### config.mk
export PLATFORM = sky130hd
export DESIGN_NAME = pipe_hazard_ctrl
export DESIGN_NICKNAME = d
export VERILOG_FILES = /design/src/rtl/haz_pkg.sv /design/src/rtl/ex_busy_timer.sv /design/src/rtl/pipe_hazard_ctrl.sv
export SDC_FILE = /design/constraint.sdc
export NUM_CORES = 1
export LEC_CHECK = 0
export ABC_AREA = 0
export CAP_MARGIN = 20
export CELL_PAD_IN_SITES_DETAIL_PLACEMENT = 0
export CELL_PAD_IN_SITES_GLOBAL_PLACEMENT = 1
export CORE_MARGIN = 2
export CORE_UTILIZATION = 44
export CTS_BUF_LIST = sky130_fd_sc_hd__clkbuf_8
export CTS_CLUSTER_SIZE = 40
export DETAILED_ROUTE_END_ITERATION = 7
export PLACE_DENSITY_LB_ADDON = 0.15
export SLEW_MARGIN = 30
export SYNTH_ARGS = -nofsm -noshare
export SYNTH_HDL_FRONTEND = slang
export SYNTH_HIERARCHICAL = 1
export SYNTH_SLANG_ARGS = --single-unit
### constraint.sdc
create_clock -name clk -period 3.1 [get_ports clk]
set_clock_uncertainty 0.15 [all_clocks]
set_input_delay 0.31 -clock clk [delete_from_list [all_inputs] [get_ports clk]]
set_output_delay 0.31 -clock clk [all_outputs]
set_load 0.03 [all_outputs]
### src/rtl/haz_pkg.sv
// Shared types and constants for the pipeline hazard controller and its busy timer.
package haz_pkg;

  localparam int RF_AW          = 5;
  localparam int MAX_FWD_STAGES = 4;
  localparam int FWD_RF         = 0;

  typedef struct packed {
    logic             valid;
    logic [RF_AW-1:0] rd;
    logic [RF_AW-1:0] rs1;
    logic [RF_AW-1:0] rs2;
    logic             regwrite;
    logic             memread;
    logic             multi;
  } stage_info_t;

  localparam stage_info_t STAGE_EMPTY = '0;

  // A later stage can feed a source only if it really writes a non-x0 register.
  function automatic logic fwd_hit(input stage_info_t s, input logic [RF_AW-1:0] r);
    return s.valid & s.regwrite & (s.rd != '0) & (s.rd == r);
  endfunction

endpackage

### src/rtl/ex_busy_timer.sv
// Down-counter marking how many more cycles a multi-cycle op still occupies EX.
module ex_busy_timer (
  input  logic       clk,
  input  logic       reset,
  input  logic       load_i,
  input  logic [3:0] load_val_i,
  output logic       busy_o
);

  logic [3:0] cnt_q;

  always_ff @(posedge clk) begin
    if (reset) begin
      cnt_q <= '0;
    end else if (load_i) begin
      cnt_q <= load_val_i;
    end else if (cnt_q != '0) begin
      cnt_q <= cnt_q - 4'd1;
    end
  end

  assign busy_o = (cnt_q != '0);

endmodule

### src/rtl/pipe_hazard_ctrl.sv
// Load-use stall, branch flush, multi-cycle EX hold and forwarding selects.
// Optional HAZ_PERF_CNT_EN adds saturating stall/flush/hold event counters.
module pipe_hazard_ctrl
  import haz_pkg::*;
#(
  parameter int RF_ADDRESS = 5,
  parameter int FWD_STAGES = 2,
  parameter int MUL_LAT    = 3,
  parameter int FSEL_W     = $clog2(FWD_STAGES + 1)
) (
  input  logic                  clk,
  input  logic                  reset,
  input  logic                  id_valid,
  input  logic [RF_ADDRESS-1:0] id_rs1,
  input  logic [RF_ADDRESS-1:0] id_rs2,
  input  logic                  id_use_rs1,
  input  logic                  id_use_rs2,
  input  logic [RF_ADDRESS-1:0] id_rd,
  input  logic                  id_regwrite,
  input  logic                  id_memread,
  input  logic                  id_multi,
  input  logic                  ex_branch_taken,
  output logic                  stall_pc,
  output logic                  flush_ifid,
  output logic                  bubble_idex,
  output logic                  hold_ex,
`ifdef HAZ_PERF_CNT_EN
  output logic [31:0]           perf_stall_cyc,
  output logic [31:0]           perf_flush_cnt,
  output logic [31:0]           perf_hold_cyc,
`endif
  output logic [FSEL_W-1:0]     fwd_a_sel,
  output logic [FSEL_W-1:0]     fwd_b_sel
);

  localparam logic [3:0] MUL_LOAD = 4'(MUL_LAT - 1);

  stage_info_t s_q [FWD_STAGES+1];
  stage_info_t id_info;
  logic        busy;
  logic        lu;
  logic        lu_stall;
  logic        load_ex;

  assign id_info = '{valid: id_valid, rd: id_rd, rs1: id_rs1, rs2: id_rs2,
                     regwrite: id_regwrite, memread: id_memread, multi: id_multi};

  assign lu = id_valid & s_q[0].valid & s_q[0].memread & (s_q[0].rd != '0) &
              ((id_use_rs1 & (id_rs1 == s_q[0].rd)) | (id_use_rs2 & (id_rs2 == s_q[0].rd)));

  assign hold_ex = s_q[0].valid & s_q[0].multi & busy;

  always_comb begin
    stall_pc    = 1'b0;
    flush_ifid  = 1'b0;
    bubble_idex = 1'b0;
    lu_stall    = 1'b0;
    if (ex_branch_taken && !hold_ex) begin
      flush_ifid  = 1'b1;
      bubble_idex = 1'b1;
    end else if (hold_ex) begin
      stall_pc    = 1'b1;
    end else if (lu) begin
      stall_pc    = 1'b1;
      bubble_idex = 1'b1;
      lu_stall    = 1'b1;
    end
  end

  assign load_ex = !hold_ex & !bubble_idex & id_valid & id_multi;

  ex_busy_timer u_busy (
    .clk       (clk),
    .reset     (reset),
    .load_i    (load_ex),
    .load_val_i(MUL_LOAD),
    .busy_o    (busy)
  );

  // While EX is held the op stays in S[0]; MEM sees a bubble each held cycle.
  always_ff @(posedge clk) begin
    if (reset) begin
      for (int k = 0; k <= FWD_STAGES; k++) s_q[k] <= STAGE_EMPTY;
    end else begin
      if (hold_ex) begin
        s_q[1] <= STAGE_EMPTY;
      end else begin
        s_q[0] <= (bubble_idex || !id_valid) ? STAGE_EMPTY : id_info;
        s_q[1] <= s_q[0];
      end
      for (int k = 2; k <= FWD_STAGES; k++) s_q[k] <= s_q[k-1];
    end
  end

  // Scan oldest to youngest so the nearest matching stage wins.
  always_comb begin
    fwd_a_sel = FSEL_W'(FWD_RF);
    fwd_b_sel = FSEL_W'(FWD_RF);
    for (int k = FWD_STAGES; k >= 1; k--) begin
      if (fwd_hit(s_q[k], s_q[0].rs1)) fwd_a_sel = FSEL_W'(k);
      if (fwd_hit(s_q[k], s_q[0].rs2)) fwd_b_sel = FSEL_W'(k);
    end
  end

`ifdef HAZ_PERF_CNT_EN
  always_ff @(posedge clk) begin
    if (reset) begin
      perf_stall_cyc <= '0;
      perf_flush_cnt <= '0;
      perf_hold_cyc  <= '0;
    end else begin
      if (lu_stall && perf_stall_cyc != '1) perf_stall_cyc <= perf_stall_cyc + 32'd1;
      if (flush_ifid && perf_flush_cnt != '1) perf_flush_cnt <= perf_flush_cnt + 32'd1;
      if (hold_ex && perf_hold_cyc != '1) perf_hold_cyc <= perf_hold_cyc + 32'd1;
    end
  end
`endif

endmodule

==> results by group <==
Clocking
  • Clk sinks: 37
  • Max H-tree Level: 2
  • Setup Fix Bufs, Post-CTS: 0
  • Worst skew pair latency: around 0.29 ns
  • CTS clk-pin slew, worst paths: approximately 0.07 ns
  • CTS Root Cell: clkbuf_8
  • TritonCTS clock tree: built
  • Cts bufs inserted: 5
  • CTS Buffer Depth: 2

STA
  • Max Slew Vio Count: 0
  • Hold slack: roughly 0.38 ns
  • Setup TNS: 0 ns
  • Final Hold Fails: 0
  • Crit share post-route: 0.928
  • RSZ-0062 raised after global routing: false
  • # setup viols final: 0
  • Min Tclk post-route: approximately 2.9 ns
  • Worst Tran Pin Value: about 0.75 ns
  • Worst slew margin: 0.497
  • Max Freq: between 300 and 400 MHz

Yosys
  • Synth Flop Type: edfxtp_1
  • Post-Synth XOR/XNOR Area: 0.141
  • Sequential element share of the synthesized area: 0.537
  • EDFF count, synth: 33
  • Post-Synth Simple-Gate Area: 0.135
  • Yosys cell types: 35
  • Mux contribution to synthesized area: 0.00565
  • Post-Synth Adder-Cell Area: 0.0125
  • Synth Area in Compound Gates: 0.137
  • Mean Syn Cell Area: 12.4 sq um
  • Main combinational cell family by area after synthesis: XOR/XNOR gates
  • Mapped Area: 1990 sq um
  • Synthesized flop and latch total: 37
  • Yosys warnings: 6
  • Synthesized instance count: approximately 160
  • Fraction of registers with async set/reset: 0

Finish
  • Fill cells: roughly 370
  • Diodes inserted: 0
  • Fin cells: between 200 and 300
  • Commonest non-fill, non-tap cells in the layout: edfxtp_1 (33), clkdlybuf4s50_1 (29), xnor2_1 (18), o211a_1 (18), conb_1 (18)
  • Finished Cell Area: about 2600 sq um
  • Share of layout cells above drive strength 1: 0.0930
  • Fin nets: 240
  • Most common cell after layout, fill and taps aside: edfxtp_1
  • Area Growth Syn to Fin: 28.5%

Die
  • Die W: roughly 70 um
  • Die ar.: around 5100 sq um
  • Rows: 24
  • Chip height: around 70 um
  • Starting Density: 0.458
  • IO Count: 32
  • CORE AREA: around 4400 sq um

Run
  • Maxcap violations: 0

Worst hold path
  • Worst hold path type: flop to flop

Setup path
  • Crit path DAT: approximately 2.4 ns
  • Crit path max fanout: 4
  • CP Launch Type: flop
  • WS Path Type: flop to primary output
  • Element type at the critical path end: primary output
  • Data required time at the worst endpoint: between 2 and 3 ns

Power and ir drop
  • Leak: ~1.2 nW
  • Reg power frac: 0.448
  • Clk pwr share: 0.363
  • P_int: ~1.0 mW
  • Worst IR drop on VDD: 0.272 mV
  • Power Density: around 530 nW/um^2
  • NetSw: between 0.3 and 0.4 mW
  • Total chip power: between 1 and 1.5 mW
  • Comb power frac: 0.189
  • Sw frac: 0.234

Place
  • Placed cell areas: roughly 2400 sq um
  • Inst Count DP: approximately 260
  • Port Buffer Count: 31
  • Post-DP HPWL: between 2000 and 3000 um
  • Final GP Congestion: about 0.80

Drt
  • Vias per cell: between 5 and 6
  • Total Wirelength: 3800 um
  • Drt pass-1 iters: 4
  • Routed Antenna Nets: 0
  • Vias: 1364
  • DR DRC count: 0
  • 1st-iter DRT viols: 47
  • Drt wl/cell: about 14 um

Global routing
  • Gr ovfl total: 0
  • Initial antenna violation count: 0
  • Tot GR Track Use: 0.165
  • Vias in the first global route: between 1000 and 1500
  • First-pass GRT wire length: 6470 um
  • Largest net degree at the start of global routing: 21

Run status
  • Status: finished clean
repair_timing:
action / in CTS / in global routing
endpoints found under the setup margin: 2 / 0
resized for setup: 2 / 0
hold buffers: 0 / 0
cell type report:
cell class,count,area (sq um),share of cell area
repair buffers,36,345,0.135
clock inverters,3,65.1,0.0254
clock buffers,5,68.8,0.0268
multi-input cells,129,930,0.363
inverters,5,18.8,0.00732
flip-flops and latches,37,1070,0.418
well taps,52,65.1,0.0254
power groups by stage:
stage          sequential (mW)  clock, mW  combinational (mW)
2_1_floorplan            0.615          0               0.176
3_3_place_gp             0.621          0               0.246
3_5_place_dp             0.624          0               0.256
4_1_cts                  0.613      0.504               0.259
5_1_grt                  0.617      0.530               0.289
6_report                 0.612      0.496               0.258
path summary, 6_finish.rpt:
path / end / start / cells after the start / slack [ns]
max: bubble_idex / s_q[0][14]$_SDFFCE_PP0P_ / 6 / 0.22
min: s_q[0][21]$_SDFFCE_PN0P_ / s_q[0][2]$_SDFFCE_PP0P_ / 1 / 0.38
min reg2reg: s_q[0][21]$_SDFFCE_PN0P_ / s_q[0][2]$_SDFFCE_PP0P_ / 1 / 0.38
max reg2reg: u_busy/cnt_q[0]$_SDFFE_PP0P_ / s_q[0][14]$_SDFFCE_PP0P_ / 8 / 0.55
flip-flops by register name (all words and copies together), names as in the netlist:
signal and cells:
u_busy/cnt_q 4, s_q 33
worst max-delay path, stage by stage, from the launching register on:
cell and delay [ns]:
edfxtp_1 0.45, or4_1 0.57, o2111ai_1 0.19, inv_1 0.09, a21oi_2 0.17, nor2_1 0.06, clkdlybuf4s50_1 0.60
cells by family (layout without fill, tap and decap cells):
family	Yosys count	in the layout
other	2	18
multiplexers	1	1
adder cells (fa/ha/maj)	2	2
AND/OR/NAND/NOR	45	45
buffers and inverters	11	49
XOR/XNOR	32	32
flip-flops	37	37
AO/OA/AOI/OAI	31	31
per-stage QoR:
| stage | worst slack (ns) | util |
|---|---|---|
| detailed placement | 0.277 | 0.559 |
| global placement | 0.295 | 0.558 |
| finish | 0.224 | 0.589 |
| CTS | 0.202 | 0.589 |
| floorplan | 0.270 | - |
| global route | 0.0836 | 0.589 |
Yosys cell counts (2+ instances only):
cell,count,area (sq um)
a21oi_2,2,17.5
o22ai_1,3,18.8
o211a_1,18,180
inv_1,5,18.8
o211ai_1,2,15.0
or4_1,6,45.0
xor2_1,14,123
nand2_1,7,26.3
buf_6,2,22.5
nor2b_1,8,50.1
dfxtp_1,4,80.1
nor2_1,2,7.51
nand3_1,3,15.0
nand4_1,2,12.5
nor4_1,4,25.0
xnor2_1,18,158
ha_1,2,25.0
and2_1,7,43.8
conb_1,2,7.51
clkbuf_1,3,11.3
edfxtp_1,33,991
layer usage:
layer / share of wire / track usage / vias up
met5: 0 / 0 / -
met4: 0.014 / 0.0503 / 0
met3: 0.054 / 0.0492 / 5
met2: 0.47 / 0.265 / 41
met1: 0.46 / 0.216 / 632
li1: - / - / 686
(Power assumes the default switching activity.)
